**config.mk**
```make
export PLATFORM = sky130hd
export DESIGN_NAME = mem_port_arbiter
export DESIGN_NICKNAME = d
export VERILOG_FILES = /design/src/rtl/mem_port_arbiter.sv
export SDC_FILE = /design/constraint.sdc
export NUM_CORES = 1
export LEC_CHECK = 0
export CAP_MARGIN = 15
export CORE_AREA = 2 2 104 106
export CTS_BUF_LIST = sky130_fd_sc_hd__clkbuf_4 sky130_fd_sc_hd__clkbuf_8
export DETAILED_ROUTE_END_ITERATION = 12
export DIE_AREA = 0 0 106 108
export DONT_BUFFER_PORTS = 1
export PLACE_DENSITY = 0.74
export SLEW_MARGIN = 20
export SYNTH_ARGS = -nofsm -noshare
export SYNTH_HDL_FRONTEND = slang
export SYNTH_SLANG_ARGS = --single-unit
```
**constraint.sdc**
```tcl
create_clock -name clk -period 1.9 [get_ports clk]
set_clock_uncertainty 0.05 [all_clocks]
set_input_delay 0.285 -clock clk [delete_from_list [all_inputs] [get_ports clk]]
set_output_delay 0.285 -clock clk [all_outputs]
set_load 0.02 [all_outputs]
```
**src/rtl/mem_port_arbiter.sv**
```systemverilog
// Arbitrates one single-ported memory between instruction fetch and the data stage.
// Accesses are serialised: grant in IDLE, one-cycle strobe in ISSUE, read latency in WAIT, done pulse in RESP.
module mem_port_arbiter #(
  parameter int READ_LAT = 2
) (
  input  logic        clk,
  input  logic        rst,
  input  logic        if_req,
  input  logic [31:0] if_addr,
  output logic        if_done,
  output logic [31:0] if_rdata,
  input  logic        dm_req,
  input  logic        dm_we,
  input  logic [31:0] dm_addr,
  input  logic [31:0] dm_wdata,
  output logic        dm_done,
  output logic [31:0] dm_rdata,
  output logic        bus_en,
  output logic        bus_we,
  output logic [31:0] bus_addr,
  output logic [31:0] bus_wdata,
  input  logic [31:0] bus_rdata,
  output logic        pipe_stall
);

  typedef enum logic [1:0] {IDLE, ISSUE, WAIT, RESP} state_t;
  typedef enum logic {FETCH = 1'b0, DATA = 1'b1} owner_t;

  state_t      state_q, state_d;
  owner_t      owner_q, owner_d;
  owner_t      last_owner_q, last_owner_d;
  logic [3:0]  cnt_q, cnt_d;
  logic        bus_en_q, bus_en_d;
  logic        bus_we_q, bus_we_d;
  logic [31:0] bus_addr_q, bus_addr_d;
  logic [31:0] bus_wdata_q, bus_wdata_d;
  logic        if_done_q, if_done_d;
  logic        dm_done_q, dm_done_d;
  logic [31:0] if_rdata_q, if_rdata_d;
  logic [31:0] dm_rdata_q, dm_rdata_d;
  logic        grant_data;

  // Data wins a tie unless it had the previous grant.
  assign grant_data = dm_req & (~if_req | (last_owner_q == FETCH));

  always_comb begin
    state_d      = state_q;
    owner_d      = owner_q;
    last_owner_d = last_owner_q;
    cnt_d        = cnt_q;
    bus_en_d     = 1'b0;
    bus_we_d     = 1'b0;
    bus_addr_d   = bus_addr_q;
    bus_wdata_d  = bus_wdata_q;
    if_done_d    = 1'b0;
    dm_done_d    = 1'b0;
    if_rdata_d   = if_rdata_q;
    dm_rdata_d   = dm_rdata_q;
    unique case (state_q)
      IDLE: begin
        if (if_req | dm_req) begin
          owner_d      = grant_data ? DATA : FETCH;
          last_owner_d = grant_data ? DATA : FETCH;
          bus_en_d     = 1'b1;
          bus_we_d     = grant_data & dm_we;
          bus_addr_d   = grant_data ? dm_addr : if_addr;
          bus_wdata_d  = grant_data ? dm_wdata : bus_wdata_q;
          state_d      = ISSUE;
        end
      end
      ISSUE: begin
        if (bus_we_q) begin
          dm_done_d = (owner_q == DATA);
          if_done_d = (owner_q == FETCH);
          state_d   = RESP;
        end else begin
          cnt_d   = 4'(READ_LAT);
          state_d = WAIT;
        end
      end
      WAIT: begin
        cnt_d = cnt_q - 4'd1;
        // Last wait cycle: bus_rdata is valid READ_LAT cycles after the strobe.
        if (cnt_q == 4'd1) begin
          if (owner_q == DATA) begin
            dm_rdata_d = bus_rdata;
            dm_done_d  = 1'b1;
          end else begin
            if_rdata_d = bus_rdata;
            if_done_d  = 1'b1;
          end
          state_d = RESP;
        end
      end
      RESP: begin
        state_d = IDLE;
      end
      default: state_d = IDLE;
    endcase
  end

  always_ff @(posedge clk) begin
    if (rst) begin
      state_q      <= IDLE;
      owner_q      <= FETCH;
      last_owner_q <= FETCH;
      cnt_q        <= '0;
      bus_en_q     <= 1'b0;
      bus_we_q     <= 1'b0;
      bus_addr_q   <= '0;
      bus_wdata_q  <= '0;
      if_done_q    <= 1'b0;
      dm_done_q    <= 1'b0;
      if_rdata_q   <= '0;
      dm_rdata_q   <= '0;
    end else begin
      state_q      <= state_d;
      owner_q      <= owner_d;
      last_owner_q <= last_owner_d;
      cnt_q        <= cnt_d;
      bus_en_q     <= bus_en_d;
      bus_we_q     <= bus_we_d;
      bus_addr_q   <= bus_addr_d;
      bus_wdata_q  <= bus_wdata_d;
      if_done_q    <= if_done_d;
      dm_done_q    <= dm_done_d;
      if_rdata_q   <= if_rdata_d;
      dm_rdata_q   <= dm_rdata_d;
    end
  end

  assign if_done    = if_done_q;
  assign if_rdata   = if_rdata_q;
  assign dm_done    = dm_done_q;
  assign dm_rdata   = dm_rdata_q;
  assign bus_en     = bus_en_q;
  assign bus_we     = bus_we_q;
  assign bus_addr   = bus_addr_q;
  assign bus_wdata  = bus_wdata_q;
  assign pipe_stall = ~rst & ((if_req & ~if_done_q) | (dm_req & ~dm_done_q));

endmodule

```
==> results.py, run 1 <==
metrics = {
    "clocking": {
        "clockRootBuffer": "clkbuf_8",
        "clk_latency_ns": 0.44,
        "cts_num_sinks": 139,
        "cts_buffers": 17,
        "htreeDepth": 4,
        "clockBufferDepth": 2,
        "cts_hold_buf": 64,
        "cts_tree": "yes",
        "clk_pin_slew_ns": 0.09,
    },
    "floorplan": {
        "rows": 37,
        "dieWidth_um": 106,
        "core_um2": 10200,
        "ios": 266,
        "die_h_um": 108,
        "die-area_um2": 11400,
        "start_util_pct": 52.1,
    },
    "global_route": {
        "grt.total_usage_pct": 23.8,
        "first_global_vias": 4498,
        "antenna_found_initial": 0,
        "grt-ovfl-total": 0,
        "grt_pass1_wl_um": 21500,
        "grt_max_degree": 106,
    },
    "timing": {
        "maxSlewHeadroom_pct": 65.9,
        "max_freq_ghz": 0.531,
        "timing.hold.ws_ns": -0.148,
        "fin_crit_sh_pct": 99.0,
        "finalSetupViolCount": 0,
        "grt_setup_unrepaired": "true",
        "hold_viol_final": 102,
        "layout_min_cycle_time_ns": 1.88,
        "tightest_slew_ns": 0.513,
        "finalMaxSlewViolations": 0,
    },
    "logic_synthesis": {
        "ys_ff_latch": 139,
        "synth_area_um2": 5330,
        "syn_nets": 770,
        "syn_avg_cell_area_um2": 8.45,
        "yosysSeqAreaShare_pct": 52.2,
        "synthCells": 631,
        "ys_warn_count": 0,
        "synth_edf_count": 0,
        "synthFlopType": "dfxtp_1",
        "ys_types": 30,
        "async_flop_share_pct": 0,
    },
    "run_status": {
        "violations": "negative hold slack",
        "status": "finished, violations left",
    },
    "critical_path": {
        "crit_type": "flop to flop",
        "startpoint_type": "flop",
        "critical_path.max_stage_delay_ns": 0.57,
        "crit_path_max_fanout": 8,
        "cp.required_ns": 2.18,
        "critPathArrivalTime_ns": 2.16,
        "crit_slowest_cell": "dlygate4sd3_1",
        "end_kind": "flop",
        "crit_chain": "a21boi_4 > buf_12 > clkbuf_16 > mux2i_1 > dlygate4sd3_1 > a21oi_1",
    },
    "power": {
        "p_per_area_nw_per_um2": 1230,
        "power_mw": 8.03,
        "leakagePower_nw": 2.40,
        "peakVddDrop_mv": 0.803,
    },
    "finish": {
        "syn_to_final_growth_pct": 21.9,
        "diodes": 0,
        "nets": 820,
        "layout-drive-gt1-share_pct": 9.37,
        "fin_cells": 830,
    },
    "detailed_routing": {
        "wl_um": 14400,
        "drt_pass1_iterations": 4,
        "avgViaCountPerCell": 5.55,
        "vias": 4603,
        "avgRoutedWirePerCell_um": 17.3,
        "drc": 0,
        "final_antenna_net_count": 0,
        "first_iter_violations": 243,
    },
    "run": {
        "drv_cap": 0,
    },
    "min_path": {
        "hp-class": "primary input to flop",
    },
    "placement": {
        "gp_congestion": 0.778,
        "io_buffers": 0,
        "hpwl_um": 8470,
        "dpl.cell_count": 730,
    },
}
[kinds of logic after synthesis]
kind of cell,Yosys count,synth area share (%)
AO/OA/AOI/OAI,175,17.6
adder cells (fa/ha/maj),6,1.41
buffers and inverters,54,5.79
flip-flops,139,52.2
multiplexers,34,6.40
AND/OR/NAND/NOR,223,16.7
[through the flow]
stage,utilization [%],instance area [um2],TNS (ns),setup slack (ns)
final,63.5,6500,0,0.0185
after floorplan,-,5330,0,0.218
after CTS,62.6,6400,0,0.0497
after detailed placement,52.7,5390,0,0.235
after global placement,52.7,5390,0,0.331
after global routing,63.5,6500,-0.115,-0.0203
[layer usage]
layer,track usage [%],vias up,wire [um]
li1,-,2190,-
met1,24.3,2135,5170
met2,42.7,239,7490
met3,8.86,39,1330
met4,12.6,0,395
met5,0,-,0
[final cells by class]
cell class	instances	area [um2]
Sequential cell	139	2780
Multi-Input combinational cell	438	2260
Inverter	6	22.5
Tap cell	136	170
Clock buffer	19	255
Timing Repair Buffer	79	895
Clock inverter	13	110
Fill cell	825	3730
[where the power goes]
part	switching, mW	internal [mW]	leakage (nW)
Combinational	0.870	0.719	1.10
Sequential	0.855	3.38	1.13
Clock	1.22	0.979	0.171
Total	2.95	5.08	2.40
[Yosys cell counts (2+ instances only)]
cell | number | area share (%)
a21oi_1 | 128 | 12
a21oi_2 | 7 | 1.1
and2_1 | 3 | 0.35
and3_1 | 2 | 0.23
buf_2 | 13 | 1.2
buf_4 | 5 | 0.70
buf_6 | 9 | 1.9
clkbuf_1 | 19 | 1.3
dfxtp_1 | 139 | 52
ha_1 | 6 | 1.4
inv_1 | 6 | 0.42
mux2i_1 | 33 | 6.2
nand2_1 | 200 | 14
nand2b_1 | 2 | 0.23
nand3_1 | 2 | 0.19
nor2_1 | 8 | 0.56
nor2b_1 | 2 | 0.23
o21ai_0 | 35 | 3.3
[sequential cells by signal, indices dropped and copies added, names as in the netlist]
name	cells
bus_addr	32
bus_en	1
bus_wdata	32
bus_we	1
cnt_q	4
dm_done	1
dm_rdata	32
if_done	1
if_rdata	32
last_owner_q	1
state_q	2
[worst max-delay path, delay by kind of cell (launching register included)]
kind | cells | cell delay, ns
flops | 1 | 0.36
compound gates | 2 | 0.23
buf+inv | 3 | 0.89
mux | 1 | 0.23
[worst paths after layout]
path / start / endpoint / slack, ns / cells after the start
max: last_owner_q / bus_addr[0] / 0.02 / 6
min: rst / bus_wdata[17] / -0.15 / 1
max reg2reg: last_owner_q / bus_addr[0] / 0.02 / 6
min reg2reg: last_owner_q / if_done / 0.46 / 1
[layout by cell type (no fill, tap or decap), types with 2 or more instances in the layout]
cell,count
nand2_1,200
nand2b_1,2
ha_1,6
clkinvlp_4,5
mux2i_1,32
and3_1,2
clkbuf_8,18
nand3_1,2
dfxtp_1,138
dlygate4sd3_1,61
inv_1,6
buf_12,7
a21oi_1,128
nor2_1,8
a21oi_2,7
inv_6,4
clkbuf_16,3
buf_4,6
clkinv_4,3
and2_1,3
o21ai_0,35
[what timing repair did]
item | CTS | global route
endpoints found under the hold margin | 136 | 102
gates resized for setup | 0 | 3
endpoints found under the setup margin | 0 | 27
setup buffers | 0 | 2
Note: power is estimated with default switching activity, not from simulation.
==> run 2: changes to the inputs <==
Clock period 1.9 ns to 1.8 ns, I/O delays scaled along.
==> run 2 against run 1 <==
Against the previous run: the run still ends with negative hold slack left; die area unchanged; non-clock buffer count down 6; routed wire length is 4.5% lower; first-iteration DRC count up 31%; total power up 7.4%; setup slack better by 0.033 ns; critical endpoint is now pipe_stall; largest cell class unchanged; largest power group unchanged; highest routed layer unchanged.
==> results.py, run 2 (synthesized netlist as in run 1, its figures left out) <==
metrics = {
    "clocking": {
        "clk_pin_slew_ns": 0.08,
        "cts_buffers": 17,
        "postCtsSetupBuffers": 0,
        "cts_hold_buf": 62,
        "clk_latency_ns": 0.43,
        "clockBufferDepth": 2,
        "htreeDepth": 4,
        "cts_num_sinks": 139,
        "cts_tree": "yes",
        "clockRootBuffer": "clkbuf_8",
    },
    "power": {
        "switchingPower_mw": 2.94,
        "swShare_pct": 34.1,
        "clock_power_share_pct": 29.8,
        "p_per_area_nw_per_um2": 1340,
        "peakVddDrop_mv": 0.820,
        "internal_power_mw": 5.68,
        "power_frac_comb_pct": 18.4,
        "leakagePower_nw": 2.38,
        "seqPwrFrac_pct": 51.8,
    },
    "critical_path": {
        "crit_chain": "nand2b_1 > a21oi_1",
        "crit_path_max_fanout": 2,
        "end_kind": "primary output",
        "critical_path.max_stage_delay_ns": 0.43,
        "crit_slowest_cell": "a21oi_1",
        "cp.required_ns": 1.48,
        "critPathArrivalTime_ns": 1.43,
        "crit_type": "flop to primary output",
        "startpoint_type": "flop",
    },
    "finish": {
        "final_core_util_pct": 63.0,
        "nets": 814,
        "final_cell_mix": "nand2_1 (200), dfxtp_1 (139), a21oi_1 (128)",
        "diodes": 0,
        "multiInputGateArea_um2": 2260,
        "syn_to_final_growth_pct": 20.8,
        "layout_commonest_cell": "nand2_1",
        "seq_area_um2": 2780,
        "layout-drive-gt1-share_pct": 8.30,
        "nFillCells": 825,
    },
    "timing": {
        "timing.hold.ws_ns": -0.141,
        "finalMaxSlewViolations": 0,
        "hold_viol_final": 102,
        "setup_tns_ns": 0,
        "maxSlewHeadroom_pct": 67.0,
        "tightest_slew_ns": 0.497,
        "setup_slack_ns": 0.0513,
        "fin_crit_sh_pct": 97.1,
        "grt_setup_unrepaired": "false",
        "finalSetupViolCount": 0,
        "max_freq_ghz": 0.572,
        "layout_min_cycle_time_ns": 1.75,
    },
    "global_route": {
        "first_global_vias": 4471,
        "grt_max_degree": 106,
        "antenna_found_initial": 0,
        "grt_pass1_wl_um": 21500,
        "grt.total_usage_pct": 23.9,
        "grt-ovfl-total": 0,
    },
    "floorplan": {
        "dieWidth_um": 106,
        "rows": 37,
        "die_h_um": 108,
        "ios": 266,
        "start_util_pct": 52.1,
        "core_um2": 10200,
        "die-area_um2": 11400,
    },
    "detailed_routing": {
        "drt_pass1_iterations": 5,
        "final_antenna_net_count": 0,
        "first_iter_violations": 319,
        "drc": 0,
        "avgRoutedWirePerCell_um": 16.7,
        "vias": 4506,
        "wl_um": 13700,
        "avgViaCountPerCell": 5.48,
    },
    "placement": {
        "gp_congestion": 0.784,
        "detailedPlace.worstSlack_ns": 0.162,
        "io_buffers": 0,
        "hpwl_um": 8530,
    },
    "run_status": {
        "status": "finished, violations left",
        "violations": "negative hold slack",
    },
    "min_path": {
        "hp-class": "primary input to flop",
    },
    "run": {
        "drv_cap": 0,
    },
}
==> run 2: changes by cell type in the layout (fill, tap and decap cells not counted), sizes merged <==
cell / previous run / this run
bufinv: 0 / 3
clkinv: 3 / 6
dlygate4sd3: 61 / 62
buf: 14 / 11
clkbuf: 22 / 19
clkinvlp: 5 / 2
inv: 11 / 7
dlymetal6s4s: 1 / 0
==> run 2: what timing repair did <==
item	CTS	global route
gates resized for setup	0	2
hold endpoints to repair	134	102
endpoints found under the setup margin	0	4
==> run 2: per-stage QoR <==
stage / hold WS (ns) / cells / instance area (um2) / power [mW]
2_1_floorplan: 0.356 / 631 / 5330 / 5.61
3_3_place_gp: 0.296 / 730 / 5420 / 5.84
3_5_place_dp: 0.298 / 730 / 5420 / 5.94
4_1_cts: -0.174 / 823 / 6440 / 8.59
5_1_grt: -0.173 / 823 / 6440 / 9.06
6_report: -0.141 / 823 / 6440 / 8.62
==> run 2: worst paths after layout <==
path | startpoint | to | slack (ns) | depth (start not counted)
hold / removal | rst | bus_wdata[11] | -0.14 | 1
hold reg to reg | cnt_q[1] | cnt_q[1] | 0.47 | 2
setup reg to reg | state_q[0] | bus_en | 0.12 | 5
setup / recovery | if_done | pipe_stall | 0.05 | 2
==> run 2: power by group through the flow <==
stage	registers [mW]	clock network (mW)	logic [mW]
finish	4.47	2.57	1.59
global route	4.52	2.76	1.77
CTS	4.46	2.61	1.53
detailed placement	4.52	0	1.42
global placement	4.51	0	1.33
floorplan	4.41	0	1.21
==> run 2: critical path, delay by kind of cell, from the launching register on <==
family | cells | cell delay (ns)
flip-flops | 1 | 0.39
AND/OR/NAND/NOR | 1 | 0.18
AO/OA/AOI/OAI | 1 | 0.43
==> run 2: area by class of cell <==
type,count,area share [%]
multi-input cells,438,35.1
clock inverters,12,2.29
flip-flops and latches,139,43.2
repair buffers,73,12.5
clock buffers,19,3.96
well taps,136,2.64
inverters,6,0.349
==> run 2: layer usage <==
metal | routed length, um | track usage, % | vias to the layer above
met1 | 5060 | 25.2 | 2076
met5 | 0 | 0 | -
met4 | 225 | 10.6 | 0
met2 | 7170 | 42.5 | 230
li1 | - | - | 2178
met3 | 1280 | 9.10 | 22
==> run 3: changes to the inputs <==
Settings changed: PLACE_DENSITY 0.74 to default, PLACE_DENSITY_LB_ADDON from default to 0.2, SETUP_SLACK_MARGIN from default to 0.05, TNS_END_PERCENT from default to 1.
==> run 3 against run 2 <==
Against the previous run: the flow still finishes with violations (negative hold slack); core utilization is 0.40 points higher; worst hold slack worse by 0.022 ns; via count rose by 0.20%; critical path depth rose by 3; sequential power about the same; clock-buffer cell count shrank 2; routed wire length up 1.6%; first-iteration DRC count fell by 15%; global-route usage increased by 0.57 points; maximum frequency rose by 4.0%; non-clock buffer count increased by 5; die area is the same; critical path type is now flop to flop; highest routed layer unchanged.
==> results.py, run 3 (synthesized netlist as in run 1, its figures left out) <==
metrics = {
    "detailed_routing": {
        "wl_um": 14000,
        "first_iter_violations": 272,
        "drt_pass1_iterations": 4,
        "avgViaCountPerCell": 5.45,
        "final_antenna_net_count": 0,
        "drc": 0,
        "avgRoutedWirePerCell_um": 16.8,
        "vias": 4515,
    },
    "timing": {
        "max_freq_ghz": 0.595,
        "grt_setup_unrepaired": "true",
        "maxSlewHeadroom_pct": 71.3,
        "timing.hold.ws_ns": -0.163,
        "fin_crit_sh_pct": 93.4,
        "finalSetupViolCount": 0,
        "finalMaxSlewViolations": 0,
        "layout_min_cycle_time_ns": 1.68,
        "hold_viol_final": 102,
        "tightest_slew_ns": 0.430,
    },
    "finish": {
        "final_cell_mix": "nand2_1 (200), dfxtp_1 (139), a21oi_1 (127)",
        "nets": 819,
        "final_core_util_pct": 63.4,
        "syn_to_final_growth_pct": 21.6,
        "layout-drive-gt1-share_pct": 8.80,
        "diodes": 0,
        "nFillCells": 833,
        "layout_commonest_cell": "nand2_1",
    },
    "clocking": {
        "clk_pin_slew_ns": 0.08,
        "cts_tree": "yes",
        "htreeDepth": 4,
        "clockBufferDepth": 2,
        "cts_num_sinks": 139,
        "clockRootBuffer": "clkbuf_8",
        "clk_latency_ns": 0.44,
        "cts_buffers": 17,
    },
    "run": {
        "drv_cap": 0,
    },
    "placement": {
        "hpwl_um": 8610,
        "gp_congestion": 0.775,
        "io_buffers": 0,
    },
    "power": {
        "p_per_area_nw_per_um2": 1340,
        "power_mw": 8.69,
        "peakVddDrop_mv": 0.662,
        "leakagePower_nw": 2.41,
    },
    "global_route": {
        "grt.total_usage_pct": 24.5,
        "grt_pass1_wl_um": 22100,
        "antenna_found_initial": 0,
        "grt-ovfl-total": 0,
        "grt_max_degree": 106,
        "first_global_vias": 4526,
    },
    "critical_path": {
        "crit_path_max_fanout": 5,
        "critPathArrivalTime_ns": 2.02,
        "startpoint_type": "flop",
        "startpoint": "state_q[1]",
        "end_kind": "flop",
        "crit_type": "flop to flop",
        "cp.required_ns": 2.14,
        "rr_startpoint": "state_q[1]",
    },
    "floorplan": {
        "dieWidth_um": 106,
        "ios": 266,
        "core_um2": 10200,
        "rows": 37,
        "die-area_um2": 11400,
        "start_util_pct": 52.1,
        "die_h_um": 108,
    },
    "min_path": {
        "min_from": "rst",
        "hp-class": "primary input to flop",
    },
    "run_status": {
        "violations": "negative hold slack",
        "status": "finished, violations left",
    },
}
[run 3: path summary, 6_finish.rpt]
check	end	slack, ns	cells past startpoint
min	bus_wdata[14]	-0.16	1
min reg2reg	cnt_q[1]	0.47	2
max reg2reg	bus_en	0.12	5
max	bus_en	0.12	5
[run 3: area by class of cell]
type	instances	area [um2]	share of cell area, %
flip-flops and latches	139	2780	42.9
multi-input cells	438	2270	35.0
repair buffers	78	838	12.9
clock buffers	17	234	3.61
clock inverters	15	171	2.64
well taps	136	170	2.62
inverters	6	22.5	0.347
[run 3: worst max-delay path, cell delays in order, from the launching register on]
cell and delay (ns):
dfxtp_1 0.34, inv_1 0.12, ha_2 0.26, o21ai_0 0.16, nor2_1 0.14, dlygate4sd3_1 0.56
[run 3: through the flow]
step                      hold slack (ns)  setup TNS (ns)  area [um2]  std cells  worst slack (ns)
final                              -0.163               0        6490        829             0.119
after global routing               -0.192        -0.00116        6490        829          -0.00116
after CTS                          -0.184               0        6470        828            0.0621
after detailed placement            0.299               0        5410        731            0.0886
after global placement              0.297               0        5410        731             0.232
after floorplan                     0.356               0        5330        631             0.118
[run 3: report_power, final]
group	internal [mW]	switching, mW	leakage (nW)
sequential	3.57	0.915	1.13
clock	1.37	1.23	0.210
combinational	0.704	0.892	1.06
total	5.64	3.04	2.41
[run 3: repair_timing]
action	in CTS	in global routing
pin swaps	0	1
hold buffers	65	1
resized for setup	1	3
endpoints found under the setup margin	1	18
buffers inserted	0	0
endpoints found under the hold margin	136	103
[run 3: metal layers]
| layer | track usage, % | part of all wire (%) |
|---|---|---|
| met1 | 26.1 | 36 |
| met2 | 41.4 | 51 |
| met3 | 10.2 | 10 |
| met4 | 13.1 | 3.1 |
| met5 | 0 | 0 |
